==> src/rtl/cordic_sqrt_initiator.sv <==
// Synchronous initiator for the asynchronous CORDIC square-root unit: valid/ready in,
// four-phase START/FINISHED to the unit, valid/ready out with negative screening and timeout.
module cordic_sqrt_initiator #(
  parameter int FP32           = 31,
  parameter int SYNC_STAGES    = 2,
  parameter int TIMEOUT_CYCLES = 1024
) (
  input  logic          ck,
  input  logic          arst,
  input  logic          in_valid,
  output logic          in_ready,
  input  logic [FP32:0] in_data,
  output logic          START,
  output logic [FP32:0] DATA_I,
  input  logic          FINISHED,
  input  logic [FP32:0] DATA_O,
  output logic          out_valid,
  input  logic          out_ready,
  output logic [FP32:0] out_data,
  output logic          out_err
);

  localparam int W    = FP32 + 1;
  localparam int CMAX = (TIMEOUT_CYCLES > SYNC_STAGES) ? TIMEOUT_CYCLES : SYNC_STAGES + 1;
  localparam int CW   = $clog2(CMAX + 1);

  localparam logic [CW-1:0] CNT_TO   = CW'(TIMEOUT_CYCLES - 1);
  localparam logic [CW-1:0] CNT_SYNC = CW'(SYNC_STAGES);
  localparam logic [W-1:0]  QNAN     = W'(32'h7FC0_0000);
  localparam logic [W-1:0]  NEG_ZERO = {1'b1, {FP32{1'b0}}};

  typedef enum logic [2:0] {
    S_DRAIN,
    S_IDLE,
    S_SETUP,
    S_REQ,
    S_RELEASE,
    S_OUT
  } state_t;

  state_t              state_q, state_d;
  logic [SYNC_STAGES-1:0] sync_q;
  logic                fin_s;
  logic                start_q, start_d;
  logic [W-1:0]        data_i_q, data_i_d;
  logic [W-1:0]        out_data_q, out_data_d;
  logic                out_err_q, out_err_d;
  logic [CW-1:0]       cnt_q, cnt_d;

  always_ff @(posedge ck) begin
    if (arst) sync_q <= '0;
    else      sync_q <= {sync_q[SYNC_STAGES-2:0], FINISHED};
  end

  assign fin_s = sync_q[SYNC_STAGES-1];

  always_ff @(posedge ck) begin
    if (arst) begin
      state_q    <= S_DRAIN;
      start_q    <= 1'b0;
      data_i_q   <= '0;
      out_data_q <= '0;
      out_err_q  <= 1'b0;
      cnt_q      <= '0;
    end else begin
      state_q    <= state_d;
      start_q    <= start_d;
      data_i_q   <= data_i_d;
      out_data_q <= out_data_d;
      out_err_q  <= out_err_d;
      cnt_q      <= cnt_d;
    end
  end

  always_comb begin
    state_d    = state_q;
    start_d    = start_q;
    data_i_d   = data_i_q;
    out_data_d = out_data_q;
    out_err_d  = out_err_q;
    cnt_d      = cnt_q;
    unique case (state_q)
      // The synchroniser is cleared by reset, so let it refill before trusting fin_s=0.
      S_DRAIN: begin
        if (cnt_q < CNT_SYNC) cnt_d = cnt_q + 1'b1;
        else if (!fin_s)      state_d = S_IDLE;
      end
      S_IDLE: begin
        if (in_valid) begin
          if (in_data[FP32] && (in_data != NEG_ZERO)) begin
            out_data_d = QNAN;
            out_err_d  = 1'b1;
            state_d    = S_OUT;
          end else begin
            data_i_d = in_data;
            state_d  = S_SETUP;
          end
        end
      end
      S_SETUP: begin
        start_d = 1'b1;
        cnt_d   = '0;
        state_d = S_REQ;
      end
      S_REQ: begin
        if (fin_s) begin
          out_data_d = DATA_O;
          out_err_d  = 1'b0;
          start_d    = 1'b0;
          state_d    = S_RELEASE;
        end else if (cnt_q == CNT_TO) begin
          out_data_d = QNAN;
          out_err_d  = 1'b1;
          start_d    = 1'b0;
          state_d    = S_RELEASE;
        end else begin
          cnt_d = cnt_q + 1'b1;
        end
      end
      S_RELEASE: begin
        if (!fin_s) state_d = S_OUT;
      end
      S_OUT: begin
        if (out_ready) state_d = S_IDLE;
      end
      default: state_d = S_DRAIN;
    endcase
  end

  assign in_ready  = (state_q == S_IDLE);
  assign out_valid = (state_q == S_OUT);
  assign START     = start_q;
  assign DATA_I    = data_i_q;
  assign out_data  = out_data_q;
  assign out_err   = out_err_q;

endmodule
==> config.mk <==
export PLATFORM = sky130hd
export DESIGN_NAME = cordic_sqrt_initiator
export DESIGN_NICKNAME = d
export VERILOG_FILES = /design/src/rtl/cordic_sqrt_initiator.sv
export SDC_FILE = /design/constraint.sdc
export NUM_CORES = 1
export LEC_CHECK = 0
export CAP_MARGIN = 30
export CELL_PAD_IN_SITES_DETAIL_PLACEMENT = 0
export CELL_PAD_IN_SITES_GLOBAL_PLACEMENT = 2
export CORE_UTILIZATION = 27
export DETAILED_ROUTE_END_ITERATION = 8
export PLACE_DENSITY = 0.94
export SLEW_MARGIN = 0
export SYNTH_ARGS = -nofsm -noshare
export SYNTH_HDL_FRONTEND = slang
export SYNTH_SLANG_ARGS = --single-unit
==> constraint.sdc <==
create_clock -name ck -period 3.5 [get_ports ck]
set_clock_uncertainty 0.2 [all_clocks]
set_input_delay 0.525 -clock ck [delete_from_list [all_inputs] [get_ports ck]]
set_output_delay 0.525 -clock ck [all_outputs]
set_load 0.01 [all_outputs]
==> results.md <==
- Status: complete, no violations
- Yosys top cell by area: dfxtp_1
- Finished Cell Area: 5256 sq um
- CP startpoint kind: input port
- Largest net degree at the start of global routing: 77
- Ys async rst share: 0%
- DRT iter0 DRCs: 163
- Critical path arrival: 2650 ps
- Final setup viols: 0
- Vias: 3226
- PostCTS Resize Cnt: 0
- Starting Density: 28.02%
- Data required, critical path: 3520 ps
- Crit share post-route: 75.15%
- Achievable Freq: 380.2 MHz
- Leakage: 1.921 nW
- Clk_lat worst skew: 340 ps
- Yosys warnings: 0
- Worst Tran Pin Value: 562.7 ps
- Post-DP HPWL: 7039 microns
- Synth area leaders: dfxtp_1 (48%), a31o_1 (7.7%), a22o_1 (5.9%)
- Chip Width: 114.4 microns
- Drt pass-1 iters: 5
- WL final: 9922 microns
- Peak VDD IR: 263.3 uV
- IO Count: 137
- Global route total overflow: 0
- Gr usage total: 15.17%
- Worst hold path type: reg2reg
- Mux share of post-synthesis cell area: 1.175%
- Placed cell areas: 4932 sq um
- CTS tree: built
- RSZ-0062 raised after global routing: no
- Clock-pin slew on the worst setup and hold paths: 60 ps
- Row Count: 40
- First-pass GRT wire length: 15300 microns
- Maximum buffer depth of the clock tree: 2
- Xor and xnor area share after synthesis: 0.7709%
- CP Class: in2reg
- Post-DRT Antenna Nets: 0
- #FFs+latches synth: 82
- Clock H-tree levels: 3
- Most common cell in the netlist: dfxtp_1
- Crit path launch: in_data[12]
- Compound-Gate Fraction of Synth Area: 28.56%
- Initial antenna violation count: 0
- Hold bufs inserted after CTS: 0
- Core Area: 12160 sq um
- Post-Synthesis Cells: 355
- Power Density: 509.5 nW/um^2
- Fin. Hold Viols: 0
- Filler instances: 1171
- Register area share after synthesis: 48.16%
- Area of the multi-input gates: 1619 sq um
- Clk sink count: 82
- Syn Area/Cell: 9.601 sq um
- GP Congestion: 0.7811
- R2R Path Start: state_q[1]
- EDFF count, synth: 0
- Maximum fanout along the worst path: 9
- Area grow syn2layout: 54.22%
- Post-route minimum period: 2630 ps
- Root Driver: clkbuf_16
- Slew margin rel.: 62.49%
- Layout cell share with drive strength beyond 1: 7.835%
- Vias per cell: 4.940
- Synth top area share: 48.16%
- Ys flop type: dfxtp_1
- Max-cap violations: 0
- WL/cell: 15.19 microns
- Crit. End Element: register
- Adder-cell area share of the yosys netlist: 0.3671%
- Fin nets: 550
- Die span in y: 114.4 microns
- CTS Buf Count: 9
- Final Max Tran Viols: 0
- Ant. Diodes: 0
- Post CTS Setup Buffer Count: 0
- Die area: 13080 sq um
- Post-Synth Simple-Gate Area: 16.52%
- Synthesized area: 3408 sq um
- Post-synth top cells: dfxtp_1 (82), nand2_1 (41), a21oi_1 (37)
- Setup TNS: 0 ps
- # DRC: 0
- Synthesized Nets: 425
- Largest family of logic cells by synthesized area: compound AO/OA/AOI/OAI gates
- Vias in the first global route: 3040
- Number of I/O port buffers: 136
- Register Area: 1642 sq um
- Worst hold start: sync_q[0]
- Synth cell types: 48
[layout make-up]
| cell class | instances | share of cell area [%] |
|---|---|---|
| sequential | 82 | 31.23 |
| multi-input combinational | 239 | 30.80 |
| timing repair buffer | 144 | 27.52 |
| clock buffer | 13 | 5.332 |
| tap | 168 | 3.999 |
| clock inverter | 3 | 0.8331 |
| inverter | 4 | 0.2856 |
[final timing paths]
check                           slack [ps]  cells after the start      endpoint
worst min-delay path                   250                      1     sync_q[1]
worst max-delay path                   870                      6  out_data[24]
worst min register to register         250                      1     sync_q[1]
worst max register to register         970                      5  out_data[24]
[sequential cells by signal, summed over array words and instances, names as in the netlist]
signal    flops
state_q       3
START         1
DATA_I       32
cnt_q        11
out_data     32
out_err       1
sync_q        2
[placed cells by master, fill, tap and decap left out, drive strengths merged]
cell type      count
a211oi             3
a21o               1
a21oi             38
a22o              23
a31o              31
a31oi              4
and2               4
buf                8
bufinv             1
clkbuf            13
clkdlybuf4s50    136
clkinv             1
dfxtp             82
ha                 1
inv                5
mux2i              4
nand2             41
nand2b             3
nand3              5
nand3b             2
nand4              7
nand4bb            1
nor2              16
nor2b              5
nor3               3
nor3b              1
nor4              10
nor4b              1
o211a              2
o211ai             1
o21a               1
o21ai              6
o221a             11
o311a              1
o31ai              1
o41a               1
o41ai              1
or2                1
or3                6
xnor2              3
[logic make-up after synthesis]
logic type,count (synthesis)
DFF,82
AOI/OAI and AO/OA,125
buffers and inverters,34
xor gates and xnor gates,3
adders and majority gates,1
muxes,4
and+or+nand+nor,106
[routing by layer]
layer  GRT usage (%)  vias to the layer above  share of wire [%]
li1                -                     1574                  -
met4           4.589                        0                1.6
met5               0                        -                  0
met1           18.43                     1534                 45
met3           6.458                       15                6.6
met2           24.28                      103                 47
[per-stage QoR]
| stage | std cells | total power (W) | hold slack [ps] | utilization [%] | setup slack (ps) |
|---|---|---|---|---|---|
| 3_3_place_gp | 637 | 0.001673 | 230.2 | 40.56 | 549.4 |
| 5_1_grt | 653 | 0.002804 | 259.3 | 43.22 | 798.4 |
| 2_1_floorplan | 355 | 0.001413 | 213.8 | - | 1392 |
| 3_5_place_dp | 637 | 0.001681 | 226.9 | 40.56 | 519.8 |
| 4_1_cts | 653 | 0.002706 | 252.4 | 43.22 | 875.3 |
| 6_report | 653 | 0.002678 | 251.2 | 43.22 | 869.6 |
[power breakdown]
part	total, W	switching, W	internal (W)
Sequential	0.00105	0.0000502	0.00100
Clock	0.00102	0.000383	0.000632
Combinational	0.000612	0.000306	0.000306
Total	0.00268	0.000740	0.00194
[critical path, cell delays in order]
cell             delay (ps)
clkdlybuf4s50_1         420
nor4_1                  470
nand4_1                 250
o211a_1                 350
or2_1                   350
o221a_1                 280
Power figures use the tool's default switching activity.
